File: config.mk
export PLATFORM = sky130hd
export DESIGN_NAME = sensor_frame_collector
export DESIGN_NICKNAME = d
export VERILOG_FILES = /design/src/rtl/sensor_frame_collector.sv
export SDC_FILE = /design/constraint.sdc
export NUM_CORES = 1
export LEC_CHECK = 0
export ABC_AREA = 1
export CAP_MARGIN = 15
export CORE_MARGIN = 2
export CORE_UTILIZATION = 48
export CTS_CLUSTER_SIZE = 16
export DETAILED_ROUTE_END_ITERATION = 16
export PLACE_DENSITY = 0.81
export SLEW_MARGIN = 20
export SYNTH_ARGS = -nofsm -noshare
export SYNTH_HDL_FRONTEND = slang
export SYNTH_SLANG_ARGS = --single-unit
File: constraint.sdc
create_clock -name clk_i -period 1.5 [get_ports clk_i]
set_input_delay 0.15 -clock clk_i [delete_from_list [all_inputs] [get_ports clk_i]]
set_output_delay 0.15 -clock clk_i [all_outputs]
set_load 0.02 [all_outputs]
File: src/rtl/sensor_frame_collector.sv
// Collects tagged 8-bit sensor samples over a fixed window and publishes a 5-slot frame with an enable mask.
// Optional: define SENSOR_RANGE_CHECK_EN to reject samples outside MIN_VALID..MAX_VALID.
module sensor_frame_collector #(
  parameter int unsigned WINDOW_CYCLES = 64,
  parameter logic [7:0]  MIN_VALID     = 8'd10,
  parameter logic [7:0]  MAX_VALID     = 8'd40
) (
  input  logic        clk_i,
  input  logic        rst_i,
  input  logic        enable_i,
  input  logic        sample_valid_i,
  output logic        sample_ready_o,
  input  logic [2:0]  sample_id_i,
  input  logic [7:0]  sample_data_i,
  output logic [39:0] sensors_data_o,
  output logic [4:0]  sensors_en_o,
  output logic        frame_valid_o,
  output logic [7:0]  drop_cnt_o
);

  localparam int unsigned NUM_SENSORS = 5;
  localparam int unsigned DATA_W      = 8;
  localparam int unsigned ID_W        = 3;
  localparam int unsigned CNT_W       = (WINDOW_CYCLES > 1) ? $clog2(WINDOW_CYCLES) : 1;
  localparam logic [CNT_W-1:0] CNT_LAST = CNT_W'(WINDOW_CYCLES - 1);

`ifdef SENSOR_RANGE_CHECK_EN
  localparam logic RANGE_BYPASS = 1'b0;
`else
  localparam logic RANGE_BYPASS = 1'b1;
`endif

  typedef enum logic [1:0] {IDLE, COLLECT, PUBLISH} state_e;

  state_e                          state_q, state_d;
  logic [CNT_W-1:0]                cnt_q, cnt_d;
  logic [NUM_SENSORS-1:0]          shadow_mask_q, shadow_mask_d, mask_upd;
  logic [NUM_SENSORS*DATA_W-1:0]   shadow_data_q, shadow_data_d, frame_data;
  logic [NUM_SENSORS-1:0]          id_hit;
  logic                            accept, reject, publish, in_range, dup;

  // Next-state, handshake classification and frame assembly
  always_comb begin
    state_d       = state_q;
    cnt_d         = '0;
    shadow_mask_d = '0;
    shadow_data_d = shadow_data_q;
    mask_upd      = shadow_mask_q;
    frame_data    = '0;
    accept        = 1'b0;
    reject        = 1'b0;
    publish       = 1'b0;
    in_range      = RANGE_BYPASS ||
                    ((sample_data_i >= MIN_VALID) && (sample_data_i <= MAX_VALID));
    for (int unsigned k = 0; k < NUM_SENSORS; k++) begin
      id_hit[k] = (sample_id_i == ID_W'(k));
    end
    dup = |(id_hit & shadow_mask_q);

    case (state_q)
      IDLE: begin
        if (enable_i) state_d = COLLECT;
      end
      COLLECT: begin
        if (!enable_i) begin
          state_d = IDLE;
        end else begin
          // id_hit is all-zero for ids 5..7, so they fall through to reject
          accept = sample_valid_i && (|id_hit) && !dup && in_range;
          reject = sample_valid_i && !accept;
          if (accept) mask_upd = shadow_mask_q | id_hit;
          for (int unsigned k = 0; k < NUM_SENSORS; k++) begin
            if (accept && id_hit[k]) shadow_data_d[k*DATA_W +: DATA_W] = sample_data_i;
          end
          if (cnt_q == CNT_LAST) begin
            state_d = PUBLISH;
            publish = 1'b1;
          end else begin
            cnt_d         = CNT_W'(cnt_q + 1'b1);
            shadow_mask_d = mask_upd;
          end
        end
      end
      PUBLISH: begin
        state_d = enable_i ? COLLECT : IDLE;
      end
      default: state_d = IDLE;
    endcase

    // Slots without a valid sample this window publish as zero
    for (int unsigned k = 0; k < NUM_SENSORS; k++) begin
      frame_data[k*DATA_W +: DATA_W] = mask_upd[k] ? shadow_data_d[k*DATA_W +: DATA_W] : '0;
    end
  end

  always_ff @(posedge clk_i) begin
    if (rst_i) state_q <= IDLE;
    else       state_q <= state_d;
  end

  // Window datapath, published frame and drop counter
  always_ff @(posedge clk_i) begin
    if (rst_i) begin
      cnt_q          <= '0;
      shadow_mask_q  <= '0;
      shadow_data_q  <= '0;
      sample_ready_o <= 1'b0;
      frame_valid_o  <= 1'b0;
      sensors_data_o <= '0;
      sensors_en_o   <= '0;
      drop_cnt_o     <= '0;
    end else begin
      cnt_q          <= cnt_d;
      shadow_mask_q  <= shadow_mask_d;
      shadow_data_q  <= shadow_data_d;
      sample_ready_o <= (state_d == COLLECT);
      frame_valid_o  <= publish;
      if (publish) begin
        sensors_data_o <= frame_data;
        sensors_en_o   <= mask_upd;
      end
      if (reject && (drop_cnt_o != 8'hFF)) drop_cnt_o <= 8'(drop_cnt_o + 1'b1);
    end
  end

endmodule
==> impl_metrics.ini, run 1 <==
[grt]
grt_pass1_vias = 4415
grt_start_max_net_pins = 29
grt_pass1_wl_um = 20500
grt_usage_pct = 25.8
globalRoute.totalOverflow = 0
antenna_found_initial = 0

[setup_path]
reg2reg_depth = 10
r2r_slack_ps = -240
cpMostUsedCell = nand2_1
startpoint_type = register
worstPathCellList = nand3_1 > nand2_2 > nor2_4 > buf_8 > nand4_4 > buf_12 > nor2_1 > nor2_2 > nand2_1 > nand2_1
cp_slowest_cell = dfxtp_1
critPathKind = reg -> reg
cp-end-kind = register
slowest_delay_ps = 340
startpoint = shadow_mask_q[0]$_SDFF_PP0_
crit_arrival_ps = 2030
regToRegEndpoint = sensors_data_o[15]$_SDFFE_PP0P_
cp.required_ps = 1800
critPathMaxFanout = 7
critPathCapture = sensors_data_o[15]$_SDFFE_PP0P_
r2r-start = shadow_mask_q[0]$_SDFF_PP0_

[sta]
drv_slew = 0
finalSetupViolCount = 100
skew_ps = 18.5
layout_min_cycle_time_ps = 1740
final_hold_viol_count = 0
max_freq_ghz = 0.576
worst_slack_ps = -235
worst_pin_slew_ps = 400
min_period_over_period_pct = 116
relSlewSlack_pct = 73.3
rsz0062_at_grt = yes

[clocking]
clock_tree.root_cell = clkbuf_8
cts.sinks = 108
clk_latency_ps = 390
cts_buffers = 9
cts_tree = built
cts.htree.levels = 3
cts.path.max_buffers = 2
clkTransAtPathRegs_ps = 120

[place]
pre_cts_ws_ps = -593
gp_congestion = 0.889
place_inst = 791
post-dp-hpwl_um = 7750
port_buffers = 69

[synthesis]
synthesis.area_per_instance_um2 = 7.59
syn-num-nets = 605
synth_ff_type = dfxtp_1
syn_area_um2 = 4460
synth_edf_count = 0
synthCells = 588
yosys_warnings = 0
synth.distinct_cells = 35
async_flop_share_pct = 0
ys_seq_area_share_pct = 48.5
ys_ff_latch = 108

[route]
vias_per_cell = 5.67
first_iter_violations = 532
drtPass1Iterations = 7
wl_per_cell_um = 19.3
finalWirelength_um = 16300
ant_nets = 0
via_count = 4772
drc = 0

[floorplan]
die_area_um2 = 10100
die_w_um = 100
std_cell_rows = 35
core_um2 = 9110
die_h_um = 100
io_pins = 70
start_util_pct = 49.0

[power]
total_power_mw = 5.06
leakagePower_nw = 3.45
vdd_drop_max_mv = 0.485
power_density_nw_per_um2 = 743

[final_layout]
nets = 743
final_common_cell = nand2_1
area_growth_pct = 52.6
multi_input_area_um2 = 2530
final_cell_mix = 123 x nand2_1, 99 x dfxtp_1, 64 x inv_1
antenna_cells = 0
post-route-util_pct = 74.7
area.sequential_um2 = 2180
n_fill_cell = 544
final_layout_size_suffix_gt1_share_pct = 34.1
fin_cells = 842

[worst_hold_path]
hold_path.class = in -> reg

[status]
violations = setup timing
status = complete, but fails checks

[run]
drv_cap = 0
repair_timing:
item                                    in CTS  in global routing
hold buffers                                 0                  0
setup buffers                                8                 17
pin swaps                                   26                 43
cloned                                       8                  4
gates resized for setup                     95                142
endpoints found under the setup margin     109                124
synthesized netlist by cell type, types with 3 or more instances:
cell type,n,area [um^2]
a21oi_1,23,115
a21oi_4,3,48.8
and2_1,6,37.5
buf_2,3,15.0
buf_6,4,45.0
clkbuf_1,12,45.0
dfxtp_1,108,2160
inv_1,68,255
nand2_1,160,601
nand2_2,4,25.0
nand3_1,55,275
nand3_2,5,50.1
nand4_1,3,18.8
nand4_4,4,85.1
nor2_1,79,297
nor2_2,7,43.8
nor2_4,3,33.8
nor3_1,3,15.0
nor3b_1,3,22.5
o21ai_0,6,30.0
o21ai_1,9,45.0
xor2_1,3,26.3
power breakdown:
part           internal [mW]  total, mW  switching [mW]
clock network          0.681       1.81            1.13
registers               2.88       2.88         0.00616
logic                  0.133      0.367           0.234
through the flow:
stage	area [um^2]	TNS, ps	hold WS [ps]
finish	6810	-9980	420
global route	6810	-15280	425
CTS	6160	-2020	401
detailed placement	5600	-45710	460
global placement	5600	-35350	458
floorplan	4530	-141	298
flip-flops by register name, summed over array words and instances, names as in the netlist:
name,count
sensors_data_o,40
shadow_data_q,40
drop_cnt_o,8
cnt_q,6
sensors_en_o,5
shadow_mask_q,5
state_q,2
frame_valid_o,1
sample_ready_o,1
critical path: cells and delay by family, from the launching register on:
kind | cells | cell delay, ps
buf+inv | 2 | 390
flops | 1 | 340
simple gates | 8 | 920
cells by family (layout without fill, tap and decap cells):
group           after synthesis  count (layout)  synth area share (%)
simple gates                338             345                  35.4
buf+inv                      92             228                  8.95
xor+xnor                      5               5                 0.982
fa+ha+maj                     2               2                 0.561
flops                       108             108                  48.5
compound gates               43              43                  5.69
worst min path at each step:
| stage | startpoint | endpoint | cells past startpoint |
|---|---|---|---|
| 4_1_cts | enable_i | state_q[0]$_SDFF_PP0_ | 3 |
| 2_1_floorplan | enable_i | sample_ready_o$_SDFF_PP0_ | 2 |
| 5_1_grt | enable_i | state_q[0]$_SDFF_PP0_ | 3 |
| 6_report | enable_i | state_q[0]$_SDFF_PP0_ | 3 |
| 3_3_place_gp | sensors_data_o[25]$_SDFFE_PP0P_ | sensors_data_o[25]$_SDFFE_PP0P_ | 2 |
| 3_5_place_dp | sensors_en_o[4]$_SDFFE_PP0P_ | sensors_en_o[4]$_SDFFE_PP0P_ | 2 |
area by class of cell:
cell class / instances / area share [%]
multi-input combinational: 395 / 37.2
sequential: 108 / 32.0
timing repair buffer: 142 / 22.1
inverter: 70 / 3.93
tap: 111 / 2.04
clock buffer: 10 / 2.02
clock inverter: 6 / 0.772
per-layer routing:
metal / vias up / global-route usage (%) / share of wire, %
met2: 310 / 44.5 / 48
met4: 0 / 11.0 / 5.7
met5: - / 0 / 0
met3: 96 / 5.57 / 9.1
met1: 2234 / 31.1 / 37
li1: 2132 / - / -
Power figures use the tool's default switching activity.
==> inputs of run 2 (changes only) <==
- CORE_UTILIZATION: 48 -> 28
- PLACE_DENSITY: 0.81 -> 0.55
==> run 2 against run 1 <==
Effect of this change: the flow still finishes with violations (setup timing); critical endpoint is now sensors_data_o[22]$_SDFFE_PP0P_; clock power grew 37%; register-to-register slack improved by 110 ps; sequential share of layout area fell by 0.49 points; sequential power barely moved; global-route usage shrank 10 points; utilization shrank 31 points; power grew 13%; clock skew decreased by 7.2 ps.
==> impl_metrics.ini, run 2 (synthesis results as in run 1) <==
[status]
status = complete, but fails checks
violations = setup timing

[setup_path]
critPathKind = reg -> reg
startpoint_type = register
cp.required_ps = 1800
reg2reg_depth = 9
crit_arrival_ps = 1920
cp-end-kind = register
critPathMaxFanout = 6
r2r-start = shadow_mask_q[3]$_SDFF_PP0_
regToRegEndpoint = sensors_data_o[22]$_SDFFE_PP0P_
r2r_slack_ps = -120

[power]
power_density_nw_per_um2 = 826
leakagePower_nw = 3.28
vdd_drop_max_mv = 0.494

[floorplan]
die_h_um = 130
start_util_pct = 28.4
die_w_um = 130
core_um2 = 15700
std_cell_rows = 46
die_area_um2 = 17000
io_pins = 70

[worst_hold_path]
min_from = enable_i
min_to = state_q[0]$_SDFF_PP0_
hold_path.class = in -> reg
hold_path_depth = 3

[grt]
grt_pass1_vias = 3867
grt_usage_pct = 15.5
grt_start_max_net_pins = 23
antenna_found_initial = 1
globalRoute.totalOverflow = 0
grt_pass1_wl_um = 20200

[clocking]
clkTransAtPathRegs_ps = 80
clock_tree.root_cell = clkbuf_16
cts.path.max_buffers = 2
cts_buffers = 9
hold_buffers = 0
cts_tree = built
cts.htree.levels = 3
cts.sinks = 108
clk_latency_ps = 350

[sta]
max_freq_ghz = 0.616
final_hold_viol_count = 0
min_period_over_period_pct = 108
worst_pin_slew_ps = 410
layout_min_cycle_time_ps = 1620
worst_slack_ps = -123
rsz0062_at_grt = yes
drv_slew = 0
relSlewSlack_pct = 72.6
skew_ps = 11.3
finalSetupViolCount = 59

[final_layout]
post-route-util_pct = 43.9
antenna_cells = 0
area_growth_pct = 54.7
final_area_um2 = 6900
final_layout_size_suffix_gt1_share_pct = 32.8
fin_cells = 938
reg_top3 = sensors_data_o x40, shadow_data_q x40, drop_cnt_o x8
nets = 734
final_common_cell = nand2_1
final_cell_mix = 118 x nand2_1, 102 x dfxtp_1, 66 x inv_1

[place]
place_area_um2 = 5770
place_inst = 903
gp_congestion = 0.853
port_buffers = 69
post-dp-hpwl_um = 8410

[route]
wl_per_cell_um = 14.6
drc = 0
via_count = 4185
ant_nets = 0
finalWirelength_um = 13700
first_iter_violations = 208
drtPass1Iterations = 4
vias_per_cell = 4.46

[run]
drv_cap = 0
-- run 2: changes by cell type in the layout (fill, tap and decap cells not counted), moves of 10 or more --
cell and change:
clkdlybuf4s50_1 +19, dlygate4sd2_1 -18, nand2_4 -11, clkbuf_8 -10, nand2_2 +16
-- run 2: area by class of cell --
class | count | area (um^2)
Clock buffer | 9 | 225
Sequential cell | 108 | 2170
Timing Repair Buffer | 133 | 1390
Fill cell | 1527 | 8810
Inverter | 70 | 265
Multi-Input combinational cell | 395 | 2490
Tap cell | 216 | 270
Clock inverter | 7 | 86.3
-- run 2: per-stage QoR --
step / TNS (ps) / hold slack (ps) / power, mW / setup WS, ps
final: -3930 / 421 / 5.70 / -123
after detailed placement: -48580 / 459 / 3.21 / -620
after global placement: -41530 / 457 / 3.21 / -572
after floorplan: -141 / 298 / 3.06 / -5.77
after global routing: -11610 / 462 / 5.94 / -228
after CTS: -2510 / 419 / 5.72 / -92.5
-- run 2: metal layers --
metal / GRT usage (%) / up-vias / share of wire, %
met5: 0 / - / 0
met4: 6.51 / 0 / 2.3
met3: 3.16 / 24 / 5.0
met2: 25.0 / 104 / 49
met1: 20.3 / 1944 / 44
li1: - / 2113 / -
-- run 2: how the worst max path moves through the flow --
stage	cells past startpoint	start	end
4_1_cts	10	shadow_mask_q[2]$_SDFF_PP0_	sensors_data_o[30]$_SDFFE_PP0P_
6_report	9	shadow_mask_q[3]$_SDFF_PP0_	sensors_data_o[22]$_SDFFE_PP0P_
3_5_place_dp	12	sample_id_i[0]	sensors_en_o[3]$_SDFFE_PP0P_
5_1_grt	10	cnt_q[0]$_SDFF_PP0_	sensors_en_o[0]$_SDFFE_PP0P_
2_1_floorplan	10	cnt_q[1]$_SDFF_PP0_	sensors_data_o[13]$_SDFFE_PP0P_
3_3_place_gp	12	sample_id_i[0]	sensors_en_o[3]$_SDFFE_PP0P_
-- run 2: worst max-delay path: stages, from the launching register on --
cell	delay, ps
dfxtp_2	330
nand4_2	90
nand2_2	70
nor2_4	240
buf_6	160
nand3_4	90
a21oi_4	290
buf_12	160
nand3_2	70
nand2_1	60
-- run 2: power breakdown --
group / internal (mW) / switching [mW]
Sequential: 2.87 / 0.00486
Clock: 1.33 / 1.16
Combinational: 0.123 / 0.217
Total: 4.32 / 1.38
-- run 2: repair_timing --
action | CTS | global route
gates cloned | 7 | 2
setup endpoints to repair | 105 | 122
gates resized for setup | 66 | 140
pin swaps | 20 | 49
setup buffers | 5 | 5
==> inputs of run 3 (changes only) <==
- PLACE_DENSITY: 0.55 -> 0.53
- clock period: 1.5 -> 1.7 ns (I/O delays scaled with it)
==> run 3 against run 2 <==
Effect of this change: the flow now finishes without violations; die area unchanged; clock skew down 0.99 ps; critical endpoint unchanged; maximum frequency up 1.0%; critical path type unchanged.
==> impl_metrics.ini, run 3 (synthesis results as in run 1) <==
[place]
port_buffers = 69
place_area_um2 = 5650
post-dp-hpwl_um = 8220
place_inst = 888
gp_congestion = 0.794

[grt]
antenna_found_initial = 0
grt.met1_usage_pct = 19.1
use_met2_pct = 21.7
globalRoute.totalOverflow = 0
busiest_layer = met2
use_met3_pct = 2.99
grt_pass1_wl_um = 18300
grt_pass1_vias = 3611
grt_start_max_net_pins = 49
grt_usage_pct = 13.9

[route]
drc = 0
finalWirelength_um = 11900
vias_per_cell = 4.28
via_count = 3901
drtPass1Iterations = 4
first_iter_violations = 236
wl_per_cell_um = 13.1
ant_nets = 0

[floorplan]
die_h_um = 130
io_pins = 70
die_w_um = 130
die_area_um2 = 17000
start_util_pct = 28.4
std_cell_rows = 46
core_um2 = 15700

[worst_hold_path]
hold_path.class = in -> reg

[setup_path]
crit_arrival_ps = 1900
cp.required_ps = 2000
critPathMaxFanout = 7
startpoint_type = register
critPathKind = reg -> reg
cp-end-kind = register

[sta]
worst_pin_slew_ps = 354
skew_ps = 10.3
relSlewSlack_pct = 76.4
drv_slew = 0
finalSetupViolCount = 0
max_freq_ghz = 0.622
layout_min_cycle_time_ps = 1610
rsz0062_at_grt = yes
min_period_over_period_pct = 94.5
final_hold_viol_count = 0

[final_layout]
post-route-util_pct = 39.3
final_common_cell = nand2_1
final_layout_size_suffix_gt1_share_pct = 17.8
area_growth_pct = 38.5
final_area_um2 = 6180
reg_top3 = sensors_data_o x40, shadow_data_q x40, drop_cnt_o x8
final_cell_mix = 156 x nand2_1, 103 x dfxtp_1, 72 x nor2_1
n_fill_cell = 1610
fin_cells = 912
nets = 708
antenna_cells = 0

[run]
drv_cap = 0

[clocking]
cts.sinks = 108
cts_tree = built
cts.path.max_buffers = 2
hold_buffers = 0
cts.htree.levels = 3
clk_latency_ps = 350
clock_tree.root_cell = clkbuf_16
clkTransAtPathRegs_ps = 70
cts_buffers = 9

[power]
total_power_mw = 4.95
power_density_nw_per_um2 = 800
leakagePower_nw = 2.69
vdd_drop_max_mv = 0.393

[status]
status = finished, final reports clean
==> run 3: cell count changes in the layout (fill, tap and decap cells not counted), sizes merged <==
cell,before,now
nor2,93,91
clkinv,2,1
clkdlybuf4s50,31,66
inv,72,73
dlygate4sd2,15,1
dlymetal6s2s,23,2
buf,63,42
clkinvlp,2,1
nand4,13,11
==> run 3: power breakdown <==
group | switching, mW | leakage [nW] | total [mW] | internal [mW]
Clock | 0.967 | 0.150 | 2.16 | 1.20
Sequential | 0.00483 | 0.873 | 2.54 | 2.54
Combinational | 0.151 | 1.67 | 0.241 | 0.0901
==> run 3: final cells by class <==
cell class	count	area, um^2	share of cell area (%)
Multi-Input combinational cell	391	2040	33.1
Timing Repair Buffer	111	1130	18.3
Inverter	70	263	4.25
Tap cell	216	270	4.37
Clock inverter	6	68.8	1.11
Sequential cell	108	2170	35.1
Clock buffer	10	239	3.87
==> run 3: metal layers <==
layer	wire [um]	up-vias
met1	5850	1796
met3	456	12
met5	0	-
li1	-	2032
met2	5450	61
met4	155	0
==> run 3: final timing paths <==
kind	from	endpoint	slack, ps	cells past startpoint
worst max-delay path	cnt_q[1]$_SDFF_PP0_	sensors_data_o[22]$_SDFFE_PP0P_	90	10
worst min-delay path	enable_i	state_q[0]$_SDFF_PP0_	460	3
worst max register to register	cnt_q[1]$_SDFF_PP0_	sensors_data_o[22]$_SDFFE_PP0P_	90	10
worst min register to register	sensors_data_o[2]$_SDFFE_PP0P_	sensors_data_o[2]$_SDFFE_PP0P_	470	2
==> run 3: repair_timing <==
item	in CTS	in global routing
cloned	0	3
resized for setup	5	39
setup buffers	0	5
endpoints found under the setup margin	37	69
pin swaps	0	12
==> run 3: critical path: stages (launching register included) <==
cell and delay [ps]:
dfxtp_2 350, ha_4 150, nand2_4 50, nor2_4 110, nand2_2 70, nor2_4 170, nand2_8 110, a21oi_4 220
buf_12 150, nand3_2 80, nand2_1 80
==> run 3: through the flow <==
| stage | setup TNS (ps) | hold slack, ps | worst slack [ps] |
|---|---|---|---|
| 2_1_floorplan | 0 | 318 | 29.7 |
| 3_5_place_dp | -27960 | 455 | -398 |
| 4_1_cts | -4.65 | 451 | -4.65 |
| 6_report | 0 | 462 | 93.5 |
| 3_3_place_gp | -21840 | 456 | -345 |
| 5_1_grt | -49.5 | 469 | -16.4 |
